`src/rtl/fir_pkg.sv`:
```
// Shared constants and helpers for the FIR tap chain and its coefficient bank.
package fir_pkg;

  localparam int DEF_DATA_W = 4;
  localparam int DEF_COEF_W = 2;
  localparam int DEF_TAPS   = 3;
  localparam int DEF_OUT_W  = 8;
  localparam int COEF_RST   = 1;

  // Ceiling log2; clog2(1) = 0.
  function automatic int clog2(input int v);
    int r;
    r = 0;
    for (int i = 0; i < 31; i++) begin
      if ((1 << i) < v) r = i + 1;
    end
    return r;
  endfunction

endpackage

```
`src/rtl/fir_coef_bank.sv`:
```
// TAPS x COEF_W coefficient register file with one write port and a flattened
// parallel read of every entry.
module fir_coef_bank
  import fir_pkg::*;
#(
  parameter int COEF_W = DEF_COEF_W,
  parameter int TAPS   = DEF_TAPS,
  parameter int AW     = 2
) (
  input  logic                   clock_pulse,
  input  logic                   clr_de_n,
  input  logic                   coef_we,
  input  logic [AW-1:0]          coef_addr,
  input  logic [COEF_W-1:0]      coef_data,
  output logic [TAPS*COEF_W-1:0] coefs
);

  logic [COEF_W-1:0] c [TAPS];

  // Addresses at or beyond TAPS are silently dropped.
  always_ff @(posedge clock_pulse or negedge clr_de_n) begin
    if (!clr_de_n) begin
      for (int k = 0; k < TAPS; k++) c[k] <= COEF_W'(COEF_RST);
    end else if (coef_we && (int'(coef_addr) < TAPS)) begin
      c[coef_addr] <= coef_data;
    end
  end

  always_comb begin
    coefs = '0;
    for (int k = 0; k < TAPS; k++) coefs[k*COEF_W +: COEF_W] = c[k];
  end

endmodule

```
`src/rtl/fir_tap_chain.sv`:
```
// Direct-form FIR: sample delay line, registered products, registered
// sum-and-saturate. Two register stages from accepted sample to dout.
module fir_tap_chain
  import fir_pkg::*;
#(
  parameter  int DATA_W = DEF_DATA_W,
  parameter  int COEF_W = DEF_COEF_W,
  parameter  int TAPS   = DEF_TAPS,
  parameter  int OUT_W  = DEF_OUT_W,
  localparam int ACC_W  = DATA_W + COEF_W + clog2(TAPS),
  localparam int AW     = (clog2(TAPS) > 0) ? clog2(TAPS) : 1
) (
  input  logic              clock_pulse,
  input  logic              clr_de_n,
  input  logic              flush,
  input  logic              in_valid,
  input  logic [DATA_W-1:0] din,
  input  logic              coef_we,
  input  logic [AW-1:0]     coef_addr,
  input  logic [COEF_W-1:0] coef_data,
  output logic              out_valid,
  output logic [OUT_W-1:0]  dout,
  output logic              out_sat
);

  // Streaming is valid-only: a sample moves whenever in_valid is high and
  // flush is low; there is no ready, so every out_valid pulse must be taken.
  localparam int PROD_W = DATA_W + COEF_W;

  logic [TAPS*COEF_W-1:0] coefs;
  logic [DATA_W-1:0]      x      [TAPS];
  logic [DATA_W-1:0]      x_next [TAPS];
  logic [PROD_W-1:0]      p      [TAPS];
  logic                   v1;
  logic                   accept;
  logic [ACC_W-1:0]       acc;
  logic [OUT_W-1:0]       dout_next;
  logic                   sat_next;

  fir_coef_bank #(
    .COEF_W (COEF_W),
    .TAPS   (TAPS),
    .AW     (AW)
  ) u_coef_bank (
    .clock_pulse (clock_pulse),
    .clr_de_n    (clr_de_n),
    .coef_we     (coef_we),
    .coef_addr   (coef_addr),
    .coef_data   (coef_data),
    .coefs       (coefs)
  );

  assign accept = in_valid & ~flush;

  always_comb begin
    x_next[0] = din;
    for (int k = 1; k < TAPS; k++) x_next[k] = x[k-1];
  end

  always_ff @(posedge clock_pulse or negedge clr_de_n) begin
    if (!clr_de_n) begin
      for (int k = 0; k < TAPS; k++) x[k] <= '0;
    end else if (flush) begin
      for (int k = 0; k < TAPS; k++) x[k] <= '0;
    end else if (accept) begin
      for (int k = 0; k < TAPS; k++) x[k] <= x_next[k];
    end
  end

  // Products use the coefficient value before any write landing on this edge.
  always_ff @(posedge clock_pulse or negedge clr_de_n) begin
    if (!clr_de_n) begin
      for (int k = 0; k < TAPS; k++) p[k] <= '0;
      v1 <= 1'b0;
    end else begin
      v1 <= accept;
      if (accept) begin
        for (int k = 0; k < TAPS; k++)
          p[k] <= PROD_W'(x_next[k]) * PROD_W'(coefs[k*COEF_W +: COEF_W]);
      end
    end
  end

  always_comb begin
    acc = '0;
    for (int k = 0; k < TAPS; k++) acc = acc + ACC_W'(p[k]);
  end

  generate
    if (OUT_W >= ACC_W) begin : g_wide
      assign dout_next = OUT_W'(acc);
      assign sat_next  = 1'b0;
    end else begin : g_sat
      localparam logic [ACC_W-1:0] MAX_OUT = ACC_W'({OUT_W{1'b1}});
      assign sat_next  = (acc > MAX_OUT);
      assign dout_next = sat_next ? {OUT_W{1'b1}} : acc[OUT_W-1:0];
    end
  endgenerate

  always_ff @(posedge clock_pulse or negedge clr_de_n) begin
    if (!clr_de_n) begin
      out_valid <= 1'b0;
      dout      <= '0;
      out_sat   <= 1'b0;
    end else if (flush) begin
      out_valid <= 1'b0;
    end else begin
      out_valid <= v1;
      if (v1) begin
        dout    <= dout_next;
        out_sat <= sat_next;
      end
    end
  end

endmodule
```
`config.mk`:
```
export PLATFORM = sky130hd
export DESIGN_NAME = fir_tap_chain
export DESIGN_NICKNAME = d
export VERILOG_FILES = /design/src/rtl/fir_pkg.sv /design/src/rtl/fir_coef_bank.sv /design/src/rtl/fir_tap_chain.sv
export SDC_FILE = /design/constraint.sdc
export NUM_CORES = 1
export LEC_CHECK = 0
export ABC_AREA = 0
export CAP_MARGIN = 20
export CORE_ASPECT_RATIO = 2
export CORE_UTILIZATION = 61
export DETAILED_ROUTE_END_ITERATION = 10
export GPL_TIMING_DRIVEN = 0
export PLACE_DENSITY = 0.84
export REMOVE_ABC_BUFFERS = 1
export SLEW_MARGIN = 20
export SYNTH_ARGS = -nofsm -noshare
export SYNTH_HDL_FRONTEND = slang
export SYNTH_SLANG_ARGS = --single-unit
```
`constraint.sdc`:
```
create_clock -name clock_pulse -period 3.4 [get_ports clock_pulse]
set_input_delay 1.02 -clock clock_pulse [delete_from_list [all_inputs] [get_ports clock_pulse]]
set_output_delay 1.02 -clock clock_pulse [all_outputs]
set_load 0.005 [all_outputs]
```
==> impl_summary.md <==
Setup path
The peak fanout along the critical path is 3. The worst setup path endpoint is p[14]. The kind of capture point of the worst setup path is a flip-flop.

For the worst setup path, the data arrival time is between 2 and 3 ns. At the worst endpoint, the required time is 3.58 ns. Counting cells, the worst reg-to-reg path comes to 8. The terminus of the critical flop-to-flop path is dout[5].

The setup check on the worst reg-to-reg path leaves a slack of 1.11 ns. The source of the worst register-to-register timing path is p[1]. The critical path startpoint is din[0]. The worst setup path is launched from a primary input. The category of the critical setup timing path is in2reg.

Routing
The wire length after detailed routing is 4169 um. After detailed routing, the average wire length per cell comes to 14.38 um. The number of vias in the routed layout is 1571. Using the TritonRoute via totals, the vias-per-cell ratio works out to 5.417. The pre-antenna-repair detailed-routing pass consisted of 4 iterations. The number of DRC violations after detailed routing is 0. The count of routing violations after the opening detailed-route iteration is 32. The detail route stage leaves a number of antenna-violating nets equal to 0.

Global routing
The total global routing overflow is 0. For this run, the total global-route usage over all layers was measured as a little under a quarter. The initial antenna violation count is 0. The number of global-route vias before repair was about 1600.

Entering global routing, the biggest net connects 34 pins. The first global-routing pass estimated around 7000 um of wire.

Synthesis
The number of warning messages in the yosys log is 0. Of the post-synthesis cell area, the dominant cell type holds between 40 and 50%. The number of different library cells used by synthesis comes to 31. For this run, the register share of the synthesized area comes to between 40 and 50%.

The most frequently used flop master after synthesis is sky130_fd_sc_hd__dfrtp_1. In the post-synthesis netlist, the biggest area contributors are sky130_fd_sc_hd__dfrtp_1, sky130_fd_sc_hd__fa_1, sky130_fd_sc_hd__ha_1. In the post-synthesis netlist, the cell with the most instances is sky130_fd_sc_hd__dfrtp_1.

The flip-flop and latch count after synthesis is 42. The async set-or-reset flop fraction in the synthesized netlist is 100.0%. The synthesized netlist occupies a cell area of 2381 um2. The cell type contributing the most total cell area after synthesis is sky130_fd_sc_hd__dfrtp_1. The synthesized area per cell is 10.77 um2.

The post-synthesis cell count is 221. By count the netlist is led by sky130_fd_sc_hd__dfrtp_1, sky130_fd_sc_hd__nand2_1, sky130_fd_sc_hd__o21ai_0. In this run, synthesis inferred 0 flip-flops with an integrated enable.

STA
The minimum clock period is between 2 and 2.5 ns. The final setup TNS is 0 ns. The final critical-path share of the clock period is 71.56%. The transition time of the tightest slew-check pin is 0.6073 ns. The number of max-slew violations in the final report is 0.

Setup repair after global routing left no endpoint under its margin. The achievable clock frequency is 411.0 MHz. The worst pin sits at a relative slew slack of 59.39%. The worst clock skew is approximately 0.0042 ns. The number of failing hold endpoints at the final stage is 0. The worst-case setup margin in the final layout is 0.9669 ns. The number of endpoints failing setup at the final stage is 0.

Die
The floorplan row count is 31. The die footprint is 4172 um2. Measured along the x axis, the die boundary spans about 46 um. The die span in y is 90.36 um.

The core region is roughly 3700 um2. For this configuration, the core starts out at a cell density of 64.62%. 23 I/O pins were placed.

Layout
The number of fillers in the final layout is roughly 280. The sequential cells in the finished layout cover a total of 1055 um2. The number of antenna repair diodes is 0. The layout overhead on the synthesized area is 12.40%. The multi-input combinational cells in the finished layout cover a total of 1192 um2. In the final design database the tool counted 278 nets. Of the cells placed in the final design, the portion with a size suffix greater than 1 is 9.959%.

Clocking
The number of CTS-inserted buffers is 5. The longest clock path from root to sink contains 2 buffers. The clock reaches the later pin of the worst-skew pair after 0.29 ns. The CTS tree is done. Post-CTS timing repair inserted 0 buffers for setup. The level count of the clock H-tree is 2.

The post-cts hold buffer count is 0. The count of instances resized after the clock tree is built is 0. The clock-pin slew on the worst setup and hold paths is 0.08 ns. The clock root buffer is sky130_fd_sc_hd__clkbuf_8. The number of clock sinks is between 40 and 50.

Placement
At the placement stage, the worst setup path has a slack of 0.6526 ns. The final weighted congestion of routability-driven global placement is 0.8055. Once detailed placement completed, the half-perimeter wirelength came to 3391 um. In this run the tool buffered the top-level ports with 21 buffer cells.

Power
The largest vdd supply drop is 0.3855 mV. Dividing total power by cell area gives a power density of between 400 and 500 nW/um2. Summed over all cells, the static leakage comes to ~1.3 nW.

After layout, the design draws a total of 1.263 mW.

Outcome
The flow ran to the end, and the final reports show no timing, DRC or antenna violations.

Job
The number of maximum-capacitance constraint violations is 0.

Worst hold path
Along the worst hold path, the cell count comes to 2. The tightest min-delay check is of the reg2reg type.
-- layer usage --
metal | routed length, um | vias up | global-route usage (%)
li1 | - | 769 | -
met1 | 1418 | 773 | 21.28
met2 | 2595 | 22 | 46.13
met3 | 71 | 7 | 3.600
met4 | 84 | 0 | 9.559
met5 | 0 | - | 0
-- final cells by class --
cell class / instances / area share, %
tap: 49 / 2.291
inverter: 17 / 2.384
clock buffer: 5 / 2.571
timing repair buffer: 22 / 8.415
clock inverter: 2 / 0.3740
sequential: 42 / 39.41
multi-input combinational: 153 / 44.55
-- stage by stage --
stage          area [um2]  util [%]  hold slack (ns)  std cells
2_1_floorplan        2311         -           0.4498        212
6_report             2676     72.63           0.4837        290
3_3_place_gp         2582     70.08           0.4598        282
5_1_grt              2676     72.63           0.5121        290
4_1_cts              2676     72.63           0.4880        290
3_5_place_dp         2597     70.49           0.4705        283
-- sequential cells by signal, indices dropped and copies added, names as in the netlist --
register and count:
p 18, x 8, dout 8, u_coef_bank.coefs 6, out_valid 1, v1 1
-- cells in the final DEF, fill, tap and decap left out, drive strengths merged, types with 3 or more instances in the layout --
cell and count:
a21o 5, clkdlybuf4s50 20, fa 10, mux2i 8
o31ai 3, clkbuf 5, ha 14, xor2 4
nand2 28, dfstp 3, o21ai 20, nor2 9
and2 16, inv 17, mux2 11, dfrtp 39
a21oi 8, xnor2 5
-- cell families (layout without fill, tap and decap cells) --
| logic type | after synthesis | count (layout) | synth area share (%) |
|---|---|---|---|
| AOI/OAI and AO/OA | 41 | 41 | 10.04 |
| buffers and inverters | 26 | 46 | 5.622 |
| adders and majority gates | 24 | 24 | 15.76 |
| muxes | 19 | 19 | 8.723 |
| DFF | 42 | 42 | 44.30 |
| and+or+nand+nor | 59 | 59 | 12.09 |
| xor gates and xnor gates | 9 | 9 | 3.310 |
| other | 1 | 1 | 0.1575 |
-- power breakdown --
group	switching, mW	leakage (nW)	total, mW	internal (mW)
clock	0.163	0.0438	0.300	0.138
sequential	0.0641	0.549	0.643	0.579
combinational	0.141	0.713	0.319	0.177
-- worst min path at each step --
stage	startpoint	end	slack, ns
2_1_floorplan	p[0]	p[0]	0.45
3_3_place_gp	dout[5]	dout[5]	0.46
3_5_place_dp	p[0]	p[0]	0.47
4_1_cts	p[0]	p[0]	0.49
5_1_grt	dout[5]	dout[5]	0.51
6_report	p[0]	p[0]	0.48
-- worst max-delay path: stages --
cell and delay (ns):
sky130_fd_sc_hd__clkdlybuf4s50_1 0.48, sky130_fd_sc_hd__and2_1 0.20, sky130_fd_sc_hd__ha_1 0.21, sky130_fd_sc_hd__fa_1 0.42, sky130_fd_sc_hd__mux2_4 0.27
Note: power is estimated with default switching activity, not from simulation.
